==> src/rtl/pipeline_hazard_unit.sv <==
// Hazard controller for the 5-stage RV32I pipeline. It selects the next PC, drives the
// stage enables and flushes, and keeps the memory-wait watchdog and stall/flush counters.
//
//   state    | meaning
//   ---------+-------------------------------------------------------------
//   RUN      | normal issue; redirects and first load-use bubble decided here
//   LU_STALL | extra load-use bubbles remaining (lu_cnt_q counts them down)
module pipeline_hazard_unit #(
    parameter int DATA_WIDTH     = 32,
    parameter int REG_W          = 5,
    parameter int LOAD_USE_STALL = 1,
    parameter int MAX_MEM_WAIT   = 15,
    parameter int CNT_W          = 16
) (
    input  logic                  clk,
    input  logic                  rstn,
    input  logic [REG_W-1:0]      id_rs1,
    input  logic [REG_W-1:0]      id_rs2,
    input  logic                  id_use_rs1,
    input  logic                  id_use_rs2,
    input  logic                  ex_mem_read,
    input  logic [REG_W-1:0]      ex_rd,
    input  logic [1:0]            ex_jump,
    input  logic                  ex_branch_taken,
    input  logic [DATA_WIDTH-1:0] ex_branch_target,
    input  logic [DATA_WIDTH-1:0] ex_alu_result,
    input  logic [DATA_WIDTH-1:0] if_pc_plus_4,
    input  logic                  mem_req,
    input  logic                  mem_ready,
    output logic [DATA_WIDTH-1:0] next_pc,
    output logic                  pc_write_en,
    output logic                  ifid_write_en,
    output logic                  ifid_flush,
    output logic                  idex_write_en,
    output logic                  idex_flush,
    output logic                  exmem_write_en,
    output logic                  mem_timeout,
    output logic [CNT_W-1:0]      stall_count,
    output logic [CNT_W-1:0]      flush_count
);

    localparam int                WAIT_W   = $clog2(MAX_MEM_WAIT + 1);
    localparam logic [WAIT_W-1:0] WAIT_MAX = WAIT_W'(MAX_MEM_WAIT);
    localparam logic [1:0]        LU_INIT  = 2'(LOAD_USE_STALL - 1);

    typedef enum logic {RUN, LU_STALL} state_t;

    state_t            state_q,     state_d;
    logic [1:0]        lu_cnt_q,    lu_cnt_d;
    logic [WAIT_W-1:0] wait_cnt_q,  wait_cnt_d;
    logic              timeout_q,   timeout_d;
    logic [CNT_W-1:0]  stall_cnt_q, stall_cnt_d;
    logic [CNT_W-1:0]  flush_cnt_q, flush_cnt_d;

    logic freeze;
    logic redirect;
    logic lu_hit;
    logic take_redirect;

    assign freeze   = mem_req & ~mem_ready;
    assign redirect = ((ex_jump == 2'b01) & ex_branch_taken) | ex_jump[1];
    assign lu_hit   = ex_mem_read & (ex_rd != '0) &
                      ((id_use_rs1 & (id_rs1 == ex_rd)) | (id_use_rs2 & (id_rs2 == ex_rd)));

    always_comb begin
        next_pc = if_pc_plus_4;
        if (rstn) begin
            if (((ex_jump == 2'b01) && ex_branch_taken) || (ex_jump == 2'b11)) begin
                next_pc = ex_branch_target;
            end else if (ex_jump == 2'b10) begin
                next_pc = {ex_alu_result[DATA_WIDTH-1:1], 1'b0};
            end
        end
    end

    always_comb begin
        state_d        = state_q;
        lu_cnt_d       = lu_cnt_q;
        wait_cnt_d     = '0;
        timeout_d      = timeout_q;
        take_redirect  = 1'b0;
        pc_write_en    = 1'b1;
        ifid_write_en  = 1'b1;
        idex_write_en  = 1'b1;
        exmem_write_en = 1'b1;
        ifid_flush     = 1'b0;
        idex_flush     = 1'b0;

        if (!rstn) begin
            pc_write_en    = 1'b0;
            ifid_write_en  = 1'b0;
            idex_write_en  = 1'b0;
            exmem_write_en = 1'b0;
            ifid_flush     = 1'b1;
            idex_flush     = 1'b1;
            state_d        = RUN;
            lu_cnt_d       = '0;
            timeout_d      = 1'b0;
        end else if (freeze) begin
            // whole pipeline holds; EX keeps any redirect so it resolves once memory acks
            pc_write_en    = 1'b0;
            ifid_write_en  = 1'b0;
            idex_write_en  = 1'b0;
            exmem_write_en = 1'b0;
            wait_cnt_d     = (wait_cnt_q == WAIT_MAX) ? wait_cnt_q : wait_cnt_q + 1'b1;
            if (wait_cnt_d == WAIT_MAX) begin
                timeout_d = 1'b1;
            end
        end else begin
            case (state_q)
                RUN: begin
                    if (redirect) begin
                        ifid_flush    = 1'b1;
                        idex_flush    = 1'b1;
                        take_redirect = 1'b1;
                    end else if (lu_hit) begin
                        pc_write_en   = 1'b0;
                        ifid_write_en = 1'b0;
                        idex_flush    = 1'b1;
                        if (LOAD_USE_STALL > 1) begin
                            state_d  = LU_STALL;
                            lu_cnt_d = LU_INIT;
                        end
                    end
                end
                LU_STALL: begin
                    pc_write_en   = 1'b0;
                    ifid_write_en = 1'b0;
                    idex_flush    = 1'b1;
                    if (lu_cnt_q <= 2'd1) begin
                        state_d  = RUN;
                        lu_cnt_d = '0;
                    end else begin
                        lu_cnt_d = lu_cnt_q - 1'b1;
                    end
                end
                default: state_d = RUN;
            endcase
        end

        stall_cnt_d = stall_cnt_q;
        flush_cnt_d = flush_cnt_q;
        if (!rstn) begin
            stall_cnt_d = '0;
            flush_cnt_d = '0;
        end else begin
            if (!pc_write_en && (stall_cnt_q != '1)) begin
                stall_cnt_d = stall_cnt_q + 1'b1;
            end
            if (take_redirect && (flush_cnt_q != '1)) begin
                flush_cnt_d = flush_cnt_q + 1'b1;
            end
        end
    end

    always_ff @(posedge clk) begin
        if (!rstn) begin
            state_q     <= RUN;
            lu_cnt_q    <= '0;
            wait_cnt_q  <= '0;
            timeout_q   <= 1'b0;
            stall_cnt_q <= '0;
            flush_cnt_q <= '0;
        end else begin
            state_q     <= state_d;
            lu_cnt_q    <= lu_cnt_d;
            wait_cnt_q  <= wait_cnt_d;
            timeout_q   <= timeout_d;
            stall_cnt_q <= stall_cnt_d;
            flush_cnt_q <= flush_cnt_d;
        end
    end

    assign mem_timeout = timeout_q;
    assign stall_count = stall_cnt_q;
    assign flush_count = flush_cnt_q;

endmodule

==> config.mk <==
export PLATFORM = sky130hd
export DESIGN_NAME = pipeline_hazard_unit
export DESIGN_NICKNAME = d
export VERILOG_FILES = /design/src/rtl/pipeline_hazard_unit.sv
export SDC_FILE = /design/constraint.sdc
export NUM_CORES = 1
export LEC_CHECK = 0
export ABC_AREA = 1
export CAP_MARGIN = 20
export CORE_MARGIN = 2
export CORE_UTILIZATION = 42
export DETAILED_ROUTE_END_ITERATION = 12
export PLACE_DENSITY = 0.95
export SYNTH_ARGS = -nofsm -noshare
export SYNTH_HDL_FRONTEND = slang
export SYNTH_SLANG_ARGS = --single-unit
==> constraint.sdc <==
create_clock -name clk -period 4.7 [get_ports clk]
set_input_delay 0.94 -clock clk [delete_from_list [all_inputs] [get_ports clk]]
set_output_delay 0.94 -clock clk [all_outputs]
set_load 0.01 [all_outputs]
Word-level counts from Yosys, hierarchy flattened. Cells that the tools add are included.

Logic and storage cells: 64. Memories: 0. Bits in latches: 0. Bits in writable memories: 0. Register bits after elaboration: 40. Bits in read-only memories: 0.

Reductions and logical operators: 9. Multiplexer cells: 24. $mul: 0. Shift-type cells: 0. Equality and inequality tests: 9. $lt $le $gt $ge: 1. $add $sub $neg: 4. Div/mod/pow operators: 0. Bitwise operators: 11.

Operators by type and width (count): 32-bit 2-to-1 mux (3); 16-bit by 1-bit adder with 16-bit output (second input constant) (2); 16-bit inequality test (second input constant) (2); 1-bit 2-to-1 mux (17); 5-bit == test (2); 4-bit == test (second input constant) (2); 1-bit bitwise AND (6); 2-bit AND reduction (3); 5-bit nonzero test (1); 4-bit by 1-bit adder with 4-bit output (second input constant) (1); 2-bit == test (second input constant) (2); 4-bit 2-to-1 mux (1); 1-bit one-hot mux with 2 select lines (2); 1-bit logical AND (3); 1-bit inverter (3); 2-bit by 1-bit == test with 1-bit output (second input constant) (1); 2-bit by 1-bit <= comparator with 1-bit output (second input constant) (1); 2-bit 2-to-1 mux (1); 1-bit bitwise OR (2); 2-bit by 1-bit subtractor with 2-bit output (second input constant) (1); 1-bit logical NOT (1); 1-bit logical OR (1).

Depth between registers and ports, before layout. Gate-level depths: netlist (run 1).

Word-level depth: 11. Depth in mapped cells: 12. Mapped depth without buffers: 11.

Least setup slack after synthesis (run 1). Ideal clock, no wire load.

Path kind: input to output. From: input port ex_rd[3]. To: output port pc_write_en. Cell stages on the path: 12. Setup slack: 1.768 ns. Required time: 3.760 ns. Arrival time: 1.992 ns. Path buffers: 3. Path through: inv_1 nand2_1 nand2_1 nor2_1 nand3_1 nand2_1 nand3_1 nand2_1 buf_4 buf_6 inv_1 buf_4.

Word-level cells in the longest chain between the ends: 9. Elaborated cells on any way between the ends: 13.

RTL lines: start, declared (line 22) `input logic [REG_W-1:0] ex_rd,`; 5-bit == test (line 63) `((id_use_rs1 & (id_rs1 == ex_rd)) | (id_use_rs2 & (id_rs2 == ex_rd)));`; 1-bit bitwise AND (line 63); 1-bit bitwise OR (line 63); 1-bit bitwise AND (*) (line 62) `assign lu_hit = ex_mem_read & (ex_rd != '0) &`; 1-bit 2-to-1 mux (*) (2 in series); 1-bit one-hot mux with 2 select lines (*); 1-bit 2-to-1 mux (*) (2 in series); end, declared (line 31) `output logic pc_write_en,`.

Mark *: on every way between the ends. The rest lies on a longest branch, timed or not.

Worst setup path after layout (run 1).
From: input port ex_jump[1]. To: output port next_pc[18].

Word-level cells in the longest chain between the ends: 5. Elaborated cells on any way between the ends: 8.

RTL lines: start, declared (line 23) `input logic [1:0] ex_jump,`; 2-bit by 1-bit == test with 1-bit output (line 68) `if (((ex_jump == 2'b01) && ex_branch_taken) || (ex_jump == 2'b11)) begin`; 1-bit logical AND (line 68); 1-bit logical OR (line 68); 32-bit 2-to-1 mux (*) (line 68); 32-bit 2-to-1 mux (*) (line 67) `if (rstn) begin`; end, declared (line 30) `output logic [DATA_WIDTH-1:0] next_pc,`.

Marked as above.

==> results.ini, run 1 <==
[cells_and_area]
mostFrequentLayoutCells = 189 x clkdlybuf4s50_1, 90 x a21oi_1, 89 x nand2_1, 73 x inv_1, 40 x dfxtp_1
multiInputGateArea_um2 = 2027
layout_commonest_cell = clkdlybuf4s50_1
stdcell_count = 810
nNetsFinal = 831
nFillCells = 608
n_antenna_cell = 0
area_growth_syn_to_layout_pct = 63.06
regArea_um2 = 800.8
drive_gt1_share_pct = 4.520

[critical_path]
crit_fanout = 30
arrival_ns = 3.35
setup.worst_path.start_class = input port
end_kind = primary output
required_ns = 3.76
worstSetupPathType = input port to primary output

[yosys]
synth_nets = 658
ys.flop_type = dfxtp_1
synthCells = 534
synthesis.area_um2 = 3262
synth-edff-count = 0
ys_warn_count = 0
synth_adder_area_share_pct = 1.151
synth_top_family_by_area = compound AO/OA/AOI/OAI gates
synthSimpleGateAreaFrac_pct = 27.12
async_flop_share_pct = 0
synth.area.mux_share_pct = 0
synth_area_per_cell_um2 = 6.108
synth_xor_area_share_pct = 5.102
yosysUniqueCellTypes = 34
yosysSeqAreaShare_pct = 24.55
synth_compound_area_share_pct = 28.65
synth-seq-cells = 40

[sta]
period_needed_ns = 4.290
max_freq_mhz = 233.1
worstMarginPinSlew_ns = 0.7000
setup_viol = 0
period_share_pct = 91.27
rsz0062_at_grt = false
hold_violations = 0
finalSetupTns_ns = 0
fin_skew_ns = 0.01631
drv_slew = 0
slew_headroom_pct = 53.28

[clock_tree]
ctsResizeCount = 0
clockBufferDepth = 2
cts-root-buf = clkbuf_8
cts_buffers = 5
cts_tree = yes
postCtsSetupBuffers = 0
clock_latency_ns = 0.30
holdBufCountCts = 0
cts_max_level = 2
cts.sinks = 40
clk_pin_slew_ns = 0.08

[worst_hold_path]
hold_class = flop to flop

[outcome]
outcome = finished clean

[grt]
grt_first_pass_wirelength_um = 19400
grt_pass1_vias = 4269
grt_antenna_before_repair = 0
grt_util_all_layers_pct = 27.76
grt_max_degree = 50
overflow = 0

[place]
dp_cells = 802
dp_hpwl_um = 9161
io_buffers = 190
gp_congestion = 0.8792

[floorplan]
rows = 32
dieHeight_um = 92.13
initial_core_util_pct = 42.88
die_w_um = 92.13
fp.coreArea_um2 = 7607
ios = 192
die_area_um2 = 8487

[route]
ant_nets = 0
avgRoutedWirePerCell_um = 14.67
drt-initial-drc-count = 201
via_count = 4390
wirelength_um = 11880
viasPerCell = 5.420
drt-pass1-iter-count = 5
drc = 0

[pwr]
power.density_nw_per_um2 = 187.6
p_leak_nw = 2.165
ir_worst_vdd_v = 0.00009970

[flow_run]
maxCapViolations = 0

==> power breakdown <==
part           switching, mW  leakage [nW]  internal [mW]
clock                  0.129        0.0614          0.174
sequential           0.00585         0.323          0.343
combinational          0.152          1.78          0.194
total                  0.286          2.17          0.712
==> registers in the layout, indices dropped and copies added (netlist names) <==
register and count:
flush_count 16, lu_cnt_q 2, mem_timeout 1, stall_count 16
state_q 1, wait_cnt_q 4
==> routing by layer <==
layer	global-route usage [%]	up-vias	part of all wire, %
met5	0	-	0
met4	11.57	0	4.1
met3	5.670	39	6.2
met2	52.82	197	52
met1	29.43	2016	38
li1	-	2138	-
==> cell usage after synthesis (2+ instances only) <==
cell	instances	area share (%)
a21oi_1	91	14
nand2_1	89	10
inv_1	73	8.4
dfxtp_1	40	25
nand3_1	39	6.0
nor2_1	39	4.5
o21ai_0	39	6.0
a22oi_1	29	6.7
clkbuf_1	23	2.6
xor2_1	11	3.0
xnor2_1	8	2.1
nand4_1	6	1.2
nor3_1	6	0.92
inv_2	5	0.58
or2_2	4	0.77
buf_4	3	0.69
ha_1	3	1.2
nand3b_1	3	0.69
a32o_1	2	0.61
buf_2	2	0.31
buf_6	2	0.69
nand2_4	2	0.69
nor2_4	2	0.69
nor4_1	2	0.38
o21a_1	2	0.46
==> layout make-up <==
| type | instances | share of cell area, % |
|---|---|---|
| well taps | 102 | 2.399 |
| flip-flops and latches | 40 | 15.06 |
| clock inverters | 2 | 0.7292 |
| clock buffers | 6 | 1.553 |
| multi-input cells | 385 | 38.11 |
| repair buffers | 197 | 36.65 |
| inverters | 78 | 5.505 |
==> through the flow <==
stage / instance area [um^2] / hold slack (ns) / power [mW] / util [%] / setup slack [ns]
floorplan: 3262 / 0.4412 / 0.4986 / - / 1.768
global placement: 5197 / 0.4401 / 0.6914 / 68.32 / 0.5380
detailed placement: 5197 / 0.4382 / 0.7007 / 68.32 / 0.4210
CTS: 5319 / 0.4504 / 0.9983 / 69.92 / 0.4075
global route: 5319 / 0.4867 / 1.046 / 69.92 / 0.1469
finish: 5319 / 0.4490 / 0.9979 / 69.92 / 0.4101
==> kinds of logic (layout without fill, tap and decap cells) <==
kind of cell    after synthesis  after routing
xor+xnor                     19             19
compound gates              167            167
flops                        40             40
simple gates                196            196
fa+ha+maj                     3              3
buf+inv                     109            283
==> critical path, cell delays in order <==
cell             delay [ns]
clkdlybuf4s50_1        0.49
inv_2                  0.10
a21oi_2                0.05
inv_1                  0.51
o21ai_0                0.21
a22oi_1                0.22
a21oi_1                0.07
a21oi_1                0.15
clkdlybuf4s50_1        0.59
==> worst paths after layout <==
path | from | end | slack (ns) | depth (start not counted)
setup / recovery | ex_jump[1] | next_pc[18] | 0.41 | 9
hold reg to reg | mem_timeout | mem_timeout | 0.45 | 2
setup reg to reg | flush_count[1] | flush_count[11] | 2.54 | 9
hold / removal | mem_timeout | mem_timeout | 0.45 | 2
Power figures use the tool's default switching activity.
==> inputs of run 2 (changes only) <==
- SETUP_SLACK_MARGIN: not set -> 0.05
==> results of run 2 <==
Final layout, timing and power as in run 1 (identical DEF).
